`src/rtl/relobi_pkg.sv`:
```
// Shared types and helpers for the reliable OBI credit scheduler.
package relobi_pkg;

  typedef enum logic {
    LOCK_IDLE = 1'b0,
    LOCK_HELD = 1'b1
  } lock_state_e;

  // Width needed to hold an outstanding count from 0 up to max_trans.
  function automatic int unsigned relobi_credit_cnt_width(input int unsigned max_trans);
    return (max_trans < 1) ? 1 : $clog2(max_trans + 1);
  endfunction

endpackage

```
`src/rtl/relobi_credit_counter.sv`:
```
// Single outstanding-transaction counter: up on grant, down on retire, saturating both ways.
module relobi_credit_counter #(
  parameter int unsigned CntWidth = 3,
  parameter int unsigned MaxVal   = 4
) (
  input  logic                clk,
  input  logic                rst,
  input  logic                inc,
  input  logic                dec,
  output logic [CntWidth-1:0] cnt,
  output logic                underflow_c,
  output logic                overflow_c
);

  logic [CntWidth-1:0] cnt_q, cnt_d;
  logic                do_dec;

  // A retire against an empty counter is dropped rather than wrapping.
  always_comb begin
    cnt_d       = cnt_q;
    underflow_c = dec && (cnt_q == '0);
    do_dec      = dec && !underflow_c;
    overflow_c  = inc && !do_dec && (cnt_q >= CntWidth'(MaxVal));
    case ({inc, do_dec})
      2'b10:   if (!overflow_c) cnt_d = cnt_q + CntWidth'(1);
      2'b01:   cnt_d = cnt_q - CntWidth'(1);
      default: cnt_d = cnt_q;
    endcase
  end

  always_ff @(posedge clk or posedge rst) begin
    if (rst) begin
      cnt_q <= '0;
    end else begin
      cnt_q <= cnt_d;
    end
  end

  assign cnt = cnt_q;

endmodule

```
`src/rtl/relobi_mux_credit_arb.sv`:
```
// Credit-based round-robin issue scheduler in front of the reliable OBI mux.
// Enforces per-port and global outstanding limits and holds a pending request until granted.
module relobi_mux_credit_arb
  import relobi_pkg::*;
#(
  parameter int unsigned NumSbrPorts = 2,
  parameter int unsigned NumMaxTrans = 4,
  parameter int unsigned CntWidth    = relobi_credit_cnt_width(NumMaxTrans),
  parameter int unsigned IdxWidth    = $clog2(NumSbrPorts)
) (
  input  logic                            clk_i,
  input  logic                            rst_i,
  input  logic [NumSbrPorts*CntWidth-1:0] cfg_limit_i,
  input  logic [NumSbrPorts-1:0]          sbr_req_i,
  output logic [NumSbrPorts-1:0]          sbr_gnt_o,
  output logic                            mgr_req_o,
  input  logic                            mgr_gnt_i,
  output logic [IdxWidth-1:0]             sel_idx_o,
  input  logic                            rsp_valid_i,
  input  logic                            rsp_ready_i,
  input  logic [IdxWidth-1:0]             rsp_idx_i,
  output logic [NumSbrPorts*CntWidth-1:0] outst_o,
  output logic                            fault_o
);

  localparam int unsigned TotWidth = $clog2(NumSbrPorts * NumMaxTrans + 1);
  localparam int unsigned LastPort = NumSbrPorts - 1;

  if (NumSbrPorts < 2) begin : g_bad_ports
    $fatal(1, "relobi_mux_credit_arb: NumSbrPorts must be >= 2");
  end
  if (NumMaxTrans < 1) begin : g_bad_trans
    $fatal(1, "relobi_mux_credit_arb: NumMaxTrans must be >= 1");
  end

  logic [CntWidth-1:0]    cnt   [NumSbrPorts];
  logic [CntWidth-1:0]    limit [NumSbrPorts];
  logic [NumSbrPorts-1:0] inc, dec, underflow, overflow, elig;
  logic [TotWidth-1:0]    total;
  logic                   any_elig, grant, retire, idx_ok, lock_drop;
  logic [IdxWidth-1:0]    winner, sel, rr_q, rr_d, lock_idx_q, lock_idx_d;
  lock_state_e            lock_q, lock_d;
  logic                   fault_q, fault_d;
  int unsigned            cand;

  assign retire = rsp_valid_i && rsp_ready_i;
  assign idx_ok = (32'(rsp_idx_i) < NumSbrPorts);

  always_comb begin
    total = '0;
    for (int unsigned p = 0; p < NumSbrPorts; p++) begin
      total = total + TotWidth'(cnt[p]);
    end
  end

  for (genvar p = 0; p < NumSbrPorts; p++) begin : g_port
    assign limit[p] = cfg_limit_i[p*CntWidth +: CntWidth];
    assign elig[p]  = sbr_req_i[p] && (cnt[p] < limit[p]) && (total < TotWidth'(NumMaxTrans));
    assign inc[p]   = grant && (sel == IdxWidth'(p));
    assign dec[p]   = retire && idx_ok && (rsp_idx_i == IdxWidth'(p));

    relobi_credit_counter #(
      .CntWidth (CntWidth),
      .MaxVal   (NumMaxTrans)
    ) u_cnt (
      .clk         (clk_i),
      .rst         (rst_i),
      .inc         (inc[p]),
      .dec         (dec[p]),
      .cnt         (cnt[p]),
      .underflow_c (underflow[p]),
      .overflow_c  (overflow[p])
    );

    assign outst_o[p*CntWidth +: CntWidth] = cnt[p];
  end

  // Round-robin search starting at the pointer; first eligible port wins.
  always_comb begin
    any_elig = 1'b0;
    winner   = '0;
    cand     = 0;
    for (int unsigned i = 0; i < NumSbrPorts; i++) begin
      cand = (32'(rr_q) + i) % NumSbrPorts;
      if (!any_elig && elig[IdxWidth'(cand)]) begin
        any_elig = 1'b1;
        winner   = IdxWidth'(cand);
      end
    end
  end

  assign sel       = (lock_q == LOCK_HELD) ? lock_idx_q : winner;
  assign mgr_req_o = !rst_i && (any_elig || (lock_q == LOCK_HELD));
  assign sel_idx_o = rst_i ? '0 : sel;
  assign grant     = mgr_req_o && mgr_gnt_i;

  always_comb begin
    sbr_gnt_o = '0;
    if (grant) sbr_gnt_o[sel] = 1'b1;
  end

  // Lock keeps the request stable toward the manager until it is accepted.
  always_comb begin
    lock_d     = lock_q;
    lock_idx_d = lock_idx_q;
    rr_d       = rr_q;
    case (lock_q)
      LOCK_IDLE: begin
        if (mgr_req_o && !mgr_gnt_i) begin
          lock_d     = LOCK_HELD;
          lock_idx_d = sel;
        end
      end
      LOCK_HELD: begin
        if (mgr_gnt_i) lock_d = LOCK_IDLE;
      end
      default: lock_d = LOCK_IDLE;
    endcase
    if (grant) rr_d = (sel == IdxWidth'(LastPort)) ? '0 : sel + IdxWidth'(1);
  end

  assign lock_drop = (lock_q == LOCK_HELD) && !sbr_req_i[lock_idx_q];
  assign fault_d   = fault_q || (retire && !idx_ok) || (|underflow) || (|overflow) || lock_drop;

  always_ff @(posedge clk_i or posedge rst_i) begin
    if (rst_i) begin
      lock_q     <= LOCK_IDLE;
      lock_idx_q <= '0;
      rr_q       <= '0;
      fault_q    <= 1'b0;
    end else begin
      lock_q     <= lock_d;
      lock_idx_q <= lock_idx_d;
      rr_q       <= rr_d;
      fault_q    <= fault_d;
    end
  end

  assign fault_o = fault_q;

endmodule

```
`config.mk`:
```
export PLATFORM = sky130hd
export DESIGN_NAME = relobi_mux_credit_arb
export DESIGN_NICKNAME = d
export VERILOG_FILES = /design/src/rtl/relobi_pkg.sv /design/src/rtl/relobi_credit_counter.sv /design/src/rtl/relobi_mux_credit_arb.sv
export SDC_FILE = /design/constraint.sdc
export NUM_CORES = 1
export LEC_CHECK = 0
export CORE_MARGIN = 3
export CORE_UTILIZATION = 45
export CTS_CLUSTER_SIZE = 28
export DETAILED_ROUTE_END_ITERATION = 6
export PLACE_DENSITY_LB_ADDON = 0.12
export SLEW_MARGIN = 20
export SYNTH_ARGS = -nofsm -noshare
export SYNTH_HDL_FRONTEND = slang
export SYNTH_SLANG_ARGS = --single-unit
```
`constraint.sdc`:
```
create_clock -name clk_i -period 4.6 [get_ports clk_i]
set_input_delay 1.38 -clock clk_i [delete_from_list [all_inputs] [get_ports clk_i]]
set_output_delay 1.38 -clock clk_i [all_outputs]
set_load 0.01 [all_outputs]
```
==> impl_metrics.csv <==
group,metric,value,unit
outcome,status,"finished clean",
die,dieArea,2764,um^2
route,drt_iter0_drc,26,
sta,setup_viol,0,
clocking,cts_tree,"done",
yosys,synth_seq_area_share,25.64,%
cells_and_area,nets,168,
route,first_pass_iters,4,
yosys,synth_warnings,0,
placed_design,gp_congestion,0.8286,
sta,tightest_slew,0.4166,ns
cells_and_area,diodes,0,
route,wirelength,2582,um
pwr,pwr_density_cell,632.0,nW/um^2
route,avgViaCountPerCell,5.500,
sta,fin_worst_skew,0.001265,ns
cells_and_area,seq_area,250.2,um^2
yosys,synth_top_area_cell,"dfrtp_1",
cells_and_area,drive_gt1_share,24.14,%
clocking,htreeDepth,1,
worst_setup_path,path_class,"primary input to primary output",
worst_setup_path,critPathArrivalTime,3.15,ns
yosys,synth-simple-area-share,21.92,%
yosys,postSynthCellCount,110,
worst_setup_path,required,3.22,ns
clocking,clockRootBuffer,"clkbuf_4",
sta,final.setup.tns,0,ns
worst_setup_path,cp_cell_sequence,"clkdlybuf4s50_1 -> inv_1 -> ha_4 -> nand2_2 -> o2111ai_4 -> buf_12 -> o21ai_4 -> nor3_1 -> dlygate4sd2_1",
global_routing,antenna_found_initial,0,
yosys,ys_ff_latch,10,
yosys,synth-compound-area-share,24.23,%
yosys,syn_area,975.9,um^2
route,route.detailed.drc,0,
yosys,synth_fa_ha_area_share,11.79,%
global_routing,overflow,0,
yosys,netlist.area_leader.share,25.64,%
yosys,synth_top_family_by_area,"compound AO/OA/AOI/OAI gates",
cells_and_area,nFillCells,175,
die,core,2002,um^2
worst_setup_path,critical_path.startpoint_type,"primary input",
worst_setup_path,cpPeakStageDelay,0.46,ns
placed_design,placedCellCount,166,
global_routing,grt_pass1_wl,4036,um
yosys,synth_fp_nets,132,
sta,hold_ws,0.4770,ns
run,maxCapViolations,0,
pwr,leakagePower,0.6208,nW
placed_design,dp_hpwl,1841,um
worst_setup_path,end_kind,"primary output",
worst_setup_path,cp_top_family,"buffers and inverters",
clocking,hold_buffers,0,
global_routing,grtUsageTotal,20.14,%
die,dieHeight,52.57,um
yosys,synth-edff-count,0,
route,wl_per_cell,15.01,um
yosys,synth.area.mux_share,7.564,%
yosys,yosys_most_used_dff,"dfrtp_1",
cells_and_area,fin_util,69.81,%
sta,period_needed,4.531,ns
route,ant_nets,0,
yosys,synth_xor_area_share,0.8974,%
global_routing,grt_start_max_net_pins,14,
die,pin_count,25,
placed_design,io_buffers,24,
hold_path,hold_path.class,"flip-flop to flip-flop",
sta,slew_viol_final,0,
sta,maxSlewHeadroom,72.23,%
die,initial_utilization,48.75,%
cells_and_area,final_cells,172,
yosys,synthArstFlopShare,100.0,%
sta,fmax,220.7,MHz
sta,finalCritPeriodShare,98.50,%
sta,hold_viol,0,
die,core.rowCount,16,
pwr,peakVddDrop,355.4,uV
yosys,avgSynthCellArea,8.872,um^2
placed_design,place_ws,-0.2874,ns
global_routing,grt_pass1_vias,936,
clocking,cts_made_buffers,3,
cells_and_area,multi_input_area,698.2,um^2
cells_and_area,area_delta_synth_final,43.21,%
worst_setup_path,cp_max_fo,4,
yosys,synth.area.top_cells,"dfrtp_1 (26%), ha_1 (7.7%), inv_1 (6.2%)",
worst_setup_path,crit_path_top_delay_cell,"clkdlybuf4s50_1",
die,dieWidth,52.57,um
clocking,cts.sinks,10,
clocking,clkTransAtPathRegs,0.07,ns
sta,setup_ws,0.06915,ns
clocking,cts_buffer_depth,2,
yosys,synth.distinct_cells,44,
clocking,insertion_delay,0.27,ns
route,vias,946,
worst_setup_path,cp.buffers_inverters,4,
[power breakdown]
part	internal (W)	switching [W]	leakage, nW
clock	0.0000482	0.0000354	0.0210
sequential	0.000125	0.0000836	0.119
combinational	0.000303	0.000288	0.481
total	0.000476	0.000407	0.621
[kinds of logic after synthesis]
group,after synthesis
buffers and inverters,19
DFF,10
adders and majority gates,8
and+or+nand+nor,39
muxes,6
AOI/OAI and AO/OA,27
xor gates and xnor gates,1
[flip-flops by register name, indices dropped and copies added, names as in the netlist]
signal / cells
g_port.u_cnt.cnt: 6
fault_o: 1
lock_q: 1
rr_q: 1
lock_idx_q: 1
[through the flow]
step,total power [W],cell area [um^2]
finish,0.0008833,1398
floorplan,0.0005521,975.9
CTS,0.0008273,1336
detailed placement,0.0007377,1292
global placement,0.0007218,1292
global route,0.0009663,1398
[layout by cell type (no fill, tap or decap), drive strengths merged, types with 3 or more instances in the layout]
master,n
a21oi,8
buf,10
clkbuf,6
clkdlybuf4s50,20
dfrtp,10
ha,6
inv,16
mux2i,4
nand2,8
nand3,4
nor2,8
nor2b,3
nor3,6
o21ai,5
[per-layer routing]
| metal | share of wire [%] | routed length (um) | GRT usage, % |
|---|---|---|---|
| met5 | 0 | 0 | 0 |
| met2 | 51 | 1306 | 33.47 |
| met4 | 2.2 | 57 | 10.21 |
| met1 | 44 | 1124 | 24.56 |
| met3 | 3.6 | 94 | 3.704 |
[final timing paths]
path	from	cells past startpoint	endpoint	slack [ns]
worst max-delay path	cfg_limit_i[2]	9	sel_idx_o	0.07
max in group asynchronous	rst_i	3	g_port[0].u_cnt.cnt[1]$_DFFE_PP0P_	3.00
worst min register to register	fault_o$_DFF_PP0_	2	fault_o$_DFF_PP0_	0.48
min in group asynchronous	rst_i	3	g_port[1].u_cnt.cnt[2]$_DFFE_PP0P_	1.45
worst max register to register	g_port[1].u_cnt.cnt[2]$_DFFE_PP0P_	11	g_port[1].u_cnt.cnt[1]$_DFFE_PP0P_	1.45
worst min-delay path	fault_o$_DFF_PP0_	2	fault_o$_DFF_PP0_	0.48
[tightest hold or removal path: stages (launching register included)]
cell     delay (ns)
dfrtp_1        0.34
a21oi_1        0.04
nand3_1        0.06
[synth_stat cells, drive strengths merged, types with 2 or more instances]
cell and number:
a21oi 8, a31oi 2, and3 2, buf 3, dfrtp 10, fa 2
ha 6, inv 16, mux2i 4, nand2 8, nand2b 2, nand3 4
nor2 8, nor2b 3, nor3 6, o2111ai 2, o21ai 5, or2 2
or3 2
[final cells by class]
class,count,area share [%]
Multi-Input combinational cell,81,49.96
Timing Repair Buffer,34,22.83
Clock buffer,4,2.596
Inverter,16,4.297
Tap cell,27,2.417
Sequential cell,10,17.91
[what timing repair did]
action / CTS / global route
setup buffers: 0 / 2
pin swaps: 2 / 3
setup endpoints to repair: 4 / 3
gates resized for setup: 5 / 11
No activity file was read; power rests on OpenSTA's default activity.
